File: src/rtl/rv32i_pkg.sv
// rtl/rv32i_pkg.sv - shared widths and FSM state type for the RV32I register-file writeback path
//
// Purpose: common constants and the writeback arbiter state enum.
// Ports:   none (package).
package rv32i_pkg;

   localparam int XLEN       = 32;
   localparam int REG_ADDR_W = 5;
   localparam int NUM_REGS   = 32;

   typedef enum logic {
      ST_INIT = 1'b0,
      ST_RUN  = 1'b1
   } wb_state_e;

endpackage

File: src/rtl/rv32i_rr_arbiter2.sv
// rtl/rv32i_rr_arbiter2.sv - two-input round-robin grant with a one-bit priority pointer
//
// Purpose: grants at most one of two requesters per cycle; after a grant the
//          other side becomes favoured, so contention alternates A/B.
// Ports:   clk, rst     - clock, synchronous active-high reset (prio -> A)
//          en           - grants allowed this cycle
//          req_a, req_b - request inputs
//          gnt_a, gnt_b - combinational one-hot (or zero) grants
module rv32i_rr_arbiter2 (
   input  logic clk,
   input  logic rst,
   input  logic en,
   input  logic req_a,
   input  logic req_b,
   output logic gnt_a,
   output logic gnt_b
);

   // 0 = A favoured, 1 = B favoured
   logic prio_q;
   logic prio_d;

   always_comb begin
      gnt_a  = en && req_a && (!req_b || !prio_q);
      gnt_b  = en && req_b && (!req_a ||  prio_q);
      prio_d = prio_q;
      // Whichever side won, the other side is favoured next.
      if (gnt_a) begin
         prio_d = 1'b1;
      end else if (gnt_b) begin
         prio_d = 1'b0;
      end
   end

   always_ff @(posedge clk) begin
      if (rst) begin
         prio_q <= 1'b0;
      end else begin
         prio_q <= prio_d;
      end
   end

endmodule

File: src/rtl/rv32i_rf_wb_arbiter.sv
// rtl/rv32i_rf_wb_arbiter.sv - ALU/LSU writeback arbiter with register-file zero-fill
//
// Purpose: after reset (or init_req) writes zero to x1..x31, then arbitrates
//          ALU and LSU writebacks round-robin into one registered write port.
// Ports:   clk, rst                       - clock, synchronous active-high reset
//          init_req                       - one-cycle request to re-clear the file
//          alu_wb_valid/ready/reg/data    - ALU writeback handshake
//          lsu_wb_valid/ready/reg/data    - LSU writeback handshake
//          write_enable/reg/data          - registered register-file write port
//          init_done                      - fill complete, writebacks accepted
module rv32i_rf_wb_arbiter
   import rv32i_pkg::*;
#(
   parameter bit INIT_ON_RESET = 1'b1
) (
   input  logic                  clk,
   input  logic                  rst,
   input  logic                  init_req,
   input  logic                  alu_wb_valid,
   output logic                  alu_wb_ready,
   input  logic [REG_ADDR_W-1:0] alu_wb_reg,
   input  logic [XLEN-1:0]       alu_wb_data,
   input  logic                  lsu_wb_valid,
   output logic                  lsu_wb_ready,
   input  logic [REG_ADDR_W-1:0] lsu_wb_reg,
   input  logic [XLEN-1:0]       lsu_wb_data,
   output logic                  write_enable,
   output logic [REG_ADDR_W-1:0] write_reg,
   output logic [XLEN-1:0]       write_data,
   output logic                  init_done
);

   localparam logic [REG_ADDR_W-1:0] LAST_REG = REG_ADDR_W'(NUM_REGS - 1);
   localparam logic [REG_ADDR_W-1:0] FIRST_REG = REG_ADDR_W'(1);

   wb_state_e             state_q, state_d;
   logic [REG_ADDR_W-1:0] cnt_q, cnt_d;
   logic                  init_done_q, init_done_d;
   logic                  write_enable_q, write_enable_d;
   logic [REG_ADDR_W-1:0] write_reg_q, write_reg_d;
   logic [XLEN-1:0]       write_data_q, write_data_d;

   logic arb_en;
   logic gnt_alu;
   logic gnt_lsu;

   // Readies are also masked by rst so a requester never sees a handshake
   // that the reset is about to discard.
   assign arb_en = init_done_q && (state_q == ST_RUN) && !init_req && !rst;

   rv32i_rr_arbiter2 u_arb (
      .clk   (clk),
      .rst   (rst),
      .en    (arb_en),
      .req_a (alu_wb_valid),
      .req_b (lsu_wb_valid),
      .gnt_a (gnt_alu),
      .gnt_b (gnt_lsu)
   );

   assign alu_wb_ready = gnt_alu;
   assign lsu_wb_ready = gnt_lsu;

   always_comb begin
      state_d        = state_q;
      cnt_d          = cnt_q;
      init_done_d    = init_done_q;
      write_enable_d = 1'b0;
      write_reg_d    = write_reg_q;
      write_data_d   = write_data_q;

      case (state_q)
         ST_INIT: begin
            // init_req is deliberately ignored here: the fill never restarts.
            init_done_d    = 1'b0;
            write_enable_d = 1'b1;
            write_reg_d    = cnt_q;
            write_data_d   = '0;
            if (cnt_q == LAST_REG) begin
               state_d = ST_RUN;
            end else begin
               cnt_d = cnt_q + FIRST_REG;
            end
         end
         ST_RUN: begin
            if (init_req) begin
               state_d     = ST_INIT;
               cnt_d       = FIRST_REG;
               init_done_d = 1'b0;
            end else begin
               init_done_d = 1'b1;
               // x0 writes are accepted but dropped; address/data hold.
               if (gnt_alu && (alu_wb_reg != '0)) begin
                  write_enable_d = 1'b1;
                  write_reg_d    = alu_wb_reg;
                  write_data_d   = alu_wb_data;
               end else if (gnt_lsu && (lsu_wb_reg != '0)) begin
                  write_enable_d = 1'b1;
                  write_reg_d    = lsu_wb_reg;
                  write_data_d   = lsu_wb_data;
               end
            end
         end
         default: begin
            state_d = ST_INIT;
            cnt_d   = FIRST_REG;
         end
      endcase
   end

   always_ff @(posedge clk) begin
      if (rst) begin
         state_q        <= INIT_ON_RESET ? ST_INIT : ST_RUN;
         cnt_q          <= FIRST_REG;
         init_done_q    <= !INIT_ON_RESET;
         write_enable_q <= 1'b0;
         write_reg_q    <= '0;
         write_data_q   <= '0;
      end else begin
         state_q        <= state_d;
         cnt_q          <= cnt_d;
         init_done_q    <= init_done_d;
         write_enable_q <= write_enable_d;
         write_reg_q    <= write_reg_d;
         write_data_q   <= write_data_d;
      end
   end

   assign write_enable = write_enable_q;
   assign write_reg    = write_reg_q;
   assign write_data   = write_data_q;
   assign init_done    = init_done_q;

endmodule
File: config.mk
export PLATFORM = sky130hd
export DESIGN_NAME = rv32i_rf_wb_arbiter
export DESIGN_NICKNAME = d
export VERILOG_FILES = /design/src/rtl/rv32i_pkg.sv /design/src/rtl/rv32i_rr_arbiter2.sv /design/src/rtl/rv32i_rf_wb_arbiter.sv
export SDC_FILE = /design/constraint.sdc
export NUM_CORES = 1
export LEC_CHECK = 0
export BUFFER_PORTS_ARGS = -buffer_cell sky130_fd_sc_hd__buf_2
export CAP_MARGIN = 20
export CELL_PAD_IN_SITES_DETAIL_PLACEMENT = 1
export CELL_PAD_IN_SITES_GLOBAL_PLACEMENT = 2
export CORE_ASPECT_RATIO = 0.8
export CORE_MARGIN = 4
export CORE_UTILIZATION = 26
export CTS_BUF_LIST = sky130_fd_sc_hd__clkbuf_8
export DETAILED_ROUTE_END_ITERATION = 12
export GPL_TIMING_DRIVEN = 0
export PLACE_DENSITY_LB_ADDON = 0.1
export SKIP_LAST_GASP = 1
export SYNTH_ARGS = -nofsm -noshare
export SYNTH_HDL_FRONTEND = slang
export SYNTH_SLANG_ARGS = --single-unit
File: constraint.sdc
create_clock -name clk -period 2.1 [get_ports clk]
set_input_delay 0.315 -clock clk [delete_from_list [all_inputs] [get_ports clk]]
set_output_delay 0.315 -clock clk [all_outputs]
set_load 0.01 [all_outputs]
==> reports/metrics.csv <==
metric;value;unit
Min-Delay Path Class;in -> reg;
number of fill cells;1066;
RSZ-0062 raised after global routing;no;
Seq/Total Area, Yosys;38.6;%
TritonCTS clock tree;yes;
total CTS buffers;5;
TNS Setup;0;ns
kind of end point of the critical path;primary output;
# clock sinks;46;
switching power;0.000410;W
final slew viol count;0;
post-route clock period utilization;93.1;%
Clock Pin Slew Worst Setup and Hold Paths;0.09;ns
die area;10800;um2
Slew @ Worst Pin;0.891;ns
ANT cells;0;
Pwr Total;0.00168;W
Hold Fails Final Rpt;0;
YS warnings;0;
most frequent cells in the layout;buf_2, dfxtp_1, nand2_1;
Final Critical Period;1.95;ns
Detail Route Antenna Nets;0;
GRT Resource Usage Total;16.4;%
status;complete, no violations;
post-route non-filler standard cell count;486;
Synth Register Bits;46;
crit start category;flop;
Cell Area, Placed;3120;um2
Post-CTS Hold Buffers;0;
num rows;30;
Finish-stage setup viols;0;
Avg Cell Area, Syn;9.62;um2
combinational share of power;9.5;%
commonest register cell after synthesis;dfxtp_1;
H-tree levels;2;
Via density;5.04;
commonest non-fill, non-tap cell in the layout;buf_2;
PortBufs;119;
final wirelength;8990;um
sequential share of power;53.3;%
Post-Syn Instances;248;
io pins;120;
worst r2r src;state_q;
Clock Tree Root;clkbuf_8;
Crit Path Class;reg -> out;
Clk pwr share;37.2;%
worst-path cell chain;and4bb_4 > nand3_4 > inv_2 > buf_6 > buf_2;
antenna violations before repair;0;
core footprint;8710;um2
relative slew slack;40.6;%
crit path max fanout;19;
share of cells above drive strength 1;41.7;%
Sw Ratio;24.4;%
routability cong.;0.754;
startpoint of the worst hold path;init_req;
Nets;454;
Fmax;512;MHz
EDFF count, synth;0;
via count;2449;
die width;115;um
pwr/cell area;520;nW/um2
crit path DAT;1.64;ns
max reg flops;32;
Clock Skew;0.00539;ns
CP Data Required Time;1.78;ns
Initial Utilization;27.4;%
Initial DRC Count;98;
Critical-path top delay cell;dfxtp_1;
hpwl dp;6890;um
Area Growth Syn to Fin;35.5;%
WHS;0.178;ns
Final Cell Area;3230;um2
CTS max path bufs;2;
MaxCap Viol Count;0;
drt first pass iters;4;
Pint;0.00127;W
gr ovfl total;0;
Post-CTS Resized;1;
clk_lat worst skew;0.30;ns
synthesized cell area;2390;um2
drt drc;0;
Distinct cells, synth;38;
vias in the first global route;2519;
chip height;93.7;um
Avg WL per Cell;18.5;um
Leak Pwr;1.57;nW
placed cell count;479;
crit path from;state_q;
Post-Syn Nets;329;
Setup Buffers After CTS;0;
crit-path max cell delay;0.38;ns
Max IR drop VDD;0.226;mV
largest net degree at the start of global routing;20;
first-pass GRT wire length;13700;um
share of flip-flops with an asynchronous set or reset;0;%
==> worst max-delay path: cells and delay by family (launching register included) <==
kind / cells / cell delay, ns
flip-flops: 1 / 0.38
buffers and inverters: 3 / 0.45
AND/OR/NAND/NOR: 2 / 0.49
==> cells by family (layout without fill, tap and decap cells) <==
| logic type | count (synthesis) | after routing | synth area share [%] |
|---|---|---|---|
| buf+inv | 27 | 153 | 5.51 |
| compound gates | 84 | 84 | 30.0 |
| flops | 46 | 46 | 38.6 |
| mux | 28 | 28 | 11.7 |
| simple gates | 61 | 61 | 13.1 |
| fa+ha+maj | 2 | 2 | 1.05 |
==> per-layer routing <==
| metal | share of wire (%) | GRT usage, % | vias up |
|---|---|---|---|
| met1 | 45 | 22.5 | 1168 |
| met4 | 0.75 | 3.52 | 0 |
| met3 | 7.9 | 4.96 | 7 |
| met5 | 0 | 0 | - |
| met2 | 46 | 25.5 | 76 |
| li1 | - | - | 1198 |
==> layout make-up <==
type	count	area, um2	area share (%)
inverter	3	11.3	0.348
timing repair buffer	119	596	18.4
sequential	46	921	28.5
clock buffer	7	96.3	2.98
buffer	23	119	3.68
tap	112	140	4.33
multi-input combinational	175	1340	41.5
clock inverter	1	8.76	0.271
==> worst paths after layout <==
check	endpoint	slack (ns)	cells past startpoint
min	init_done	0.18	2
max	lsu_wb_ready	0.15	5
max reg2reg	write_data[27]	0.23	4
min reg2reg	write_data[4]	0.46	2
==> through the flow <==
stage               utilization (%)  setup WS, ns
floorplan                         -         0.410
global route                   37.1        0.0282
finish                         37.1         0.145
global placement               35.8      -0.00531
detailed placement             35.8       -0.0115
CTS                            37.0        0.0396
==> synth_stat cells, drive strengths merged (4+ instances only) <==
cell / count / area (um2)
dfxtp: 46 / 921
a211oi: 34 / 300
nand2: 29 / 109
mux2i: 28 / 280
buf: 14 / 82.6
a311oi: 12 / 105
a221oi: 10 / 87.6
clkbuf: 10 / 37.5
nand2b: 8 / 50.1
nor2: 7 / 26.3
o211ai: 7 / 66.3
a22oi: 6 / 45.0
and3: 6 / 37.5
o221ai: 5 / 43.8
a21oi: 4 / 23.8
==> power groups by stage <==
| stage | registers (W) | logic [W] | clock network [W] |
|---|---|---|---|
| floorplan | 0.000915 | 0.0000587 | 0 |
| global placement | 0.000916 | 0.000157 | 0 |
| detailed placement | 0.000917 | 0.000161 | 0 |
| CTS | 0.000896 | 0.000162 | 0.000651 |
| global route | 0.000898 | 0.000180 | 0.000697 |
| finish | 0.000896 | 0.000160 | 0.000626 |
(Power assumes the default switching activity.)
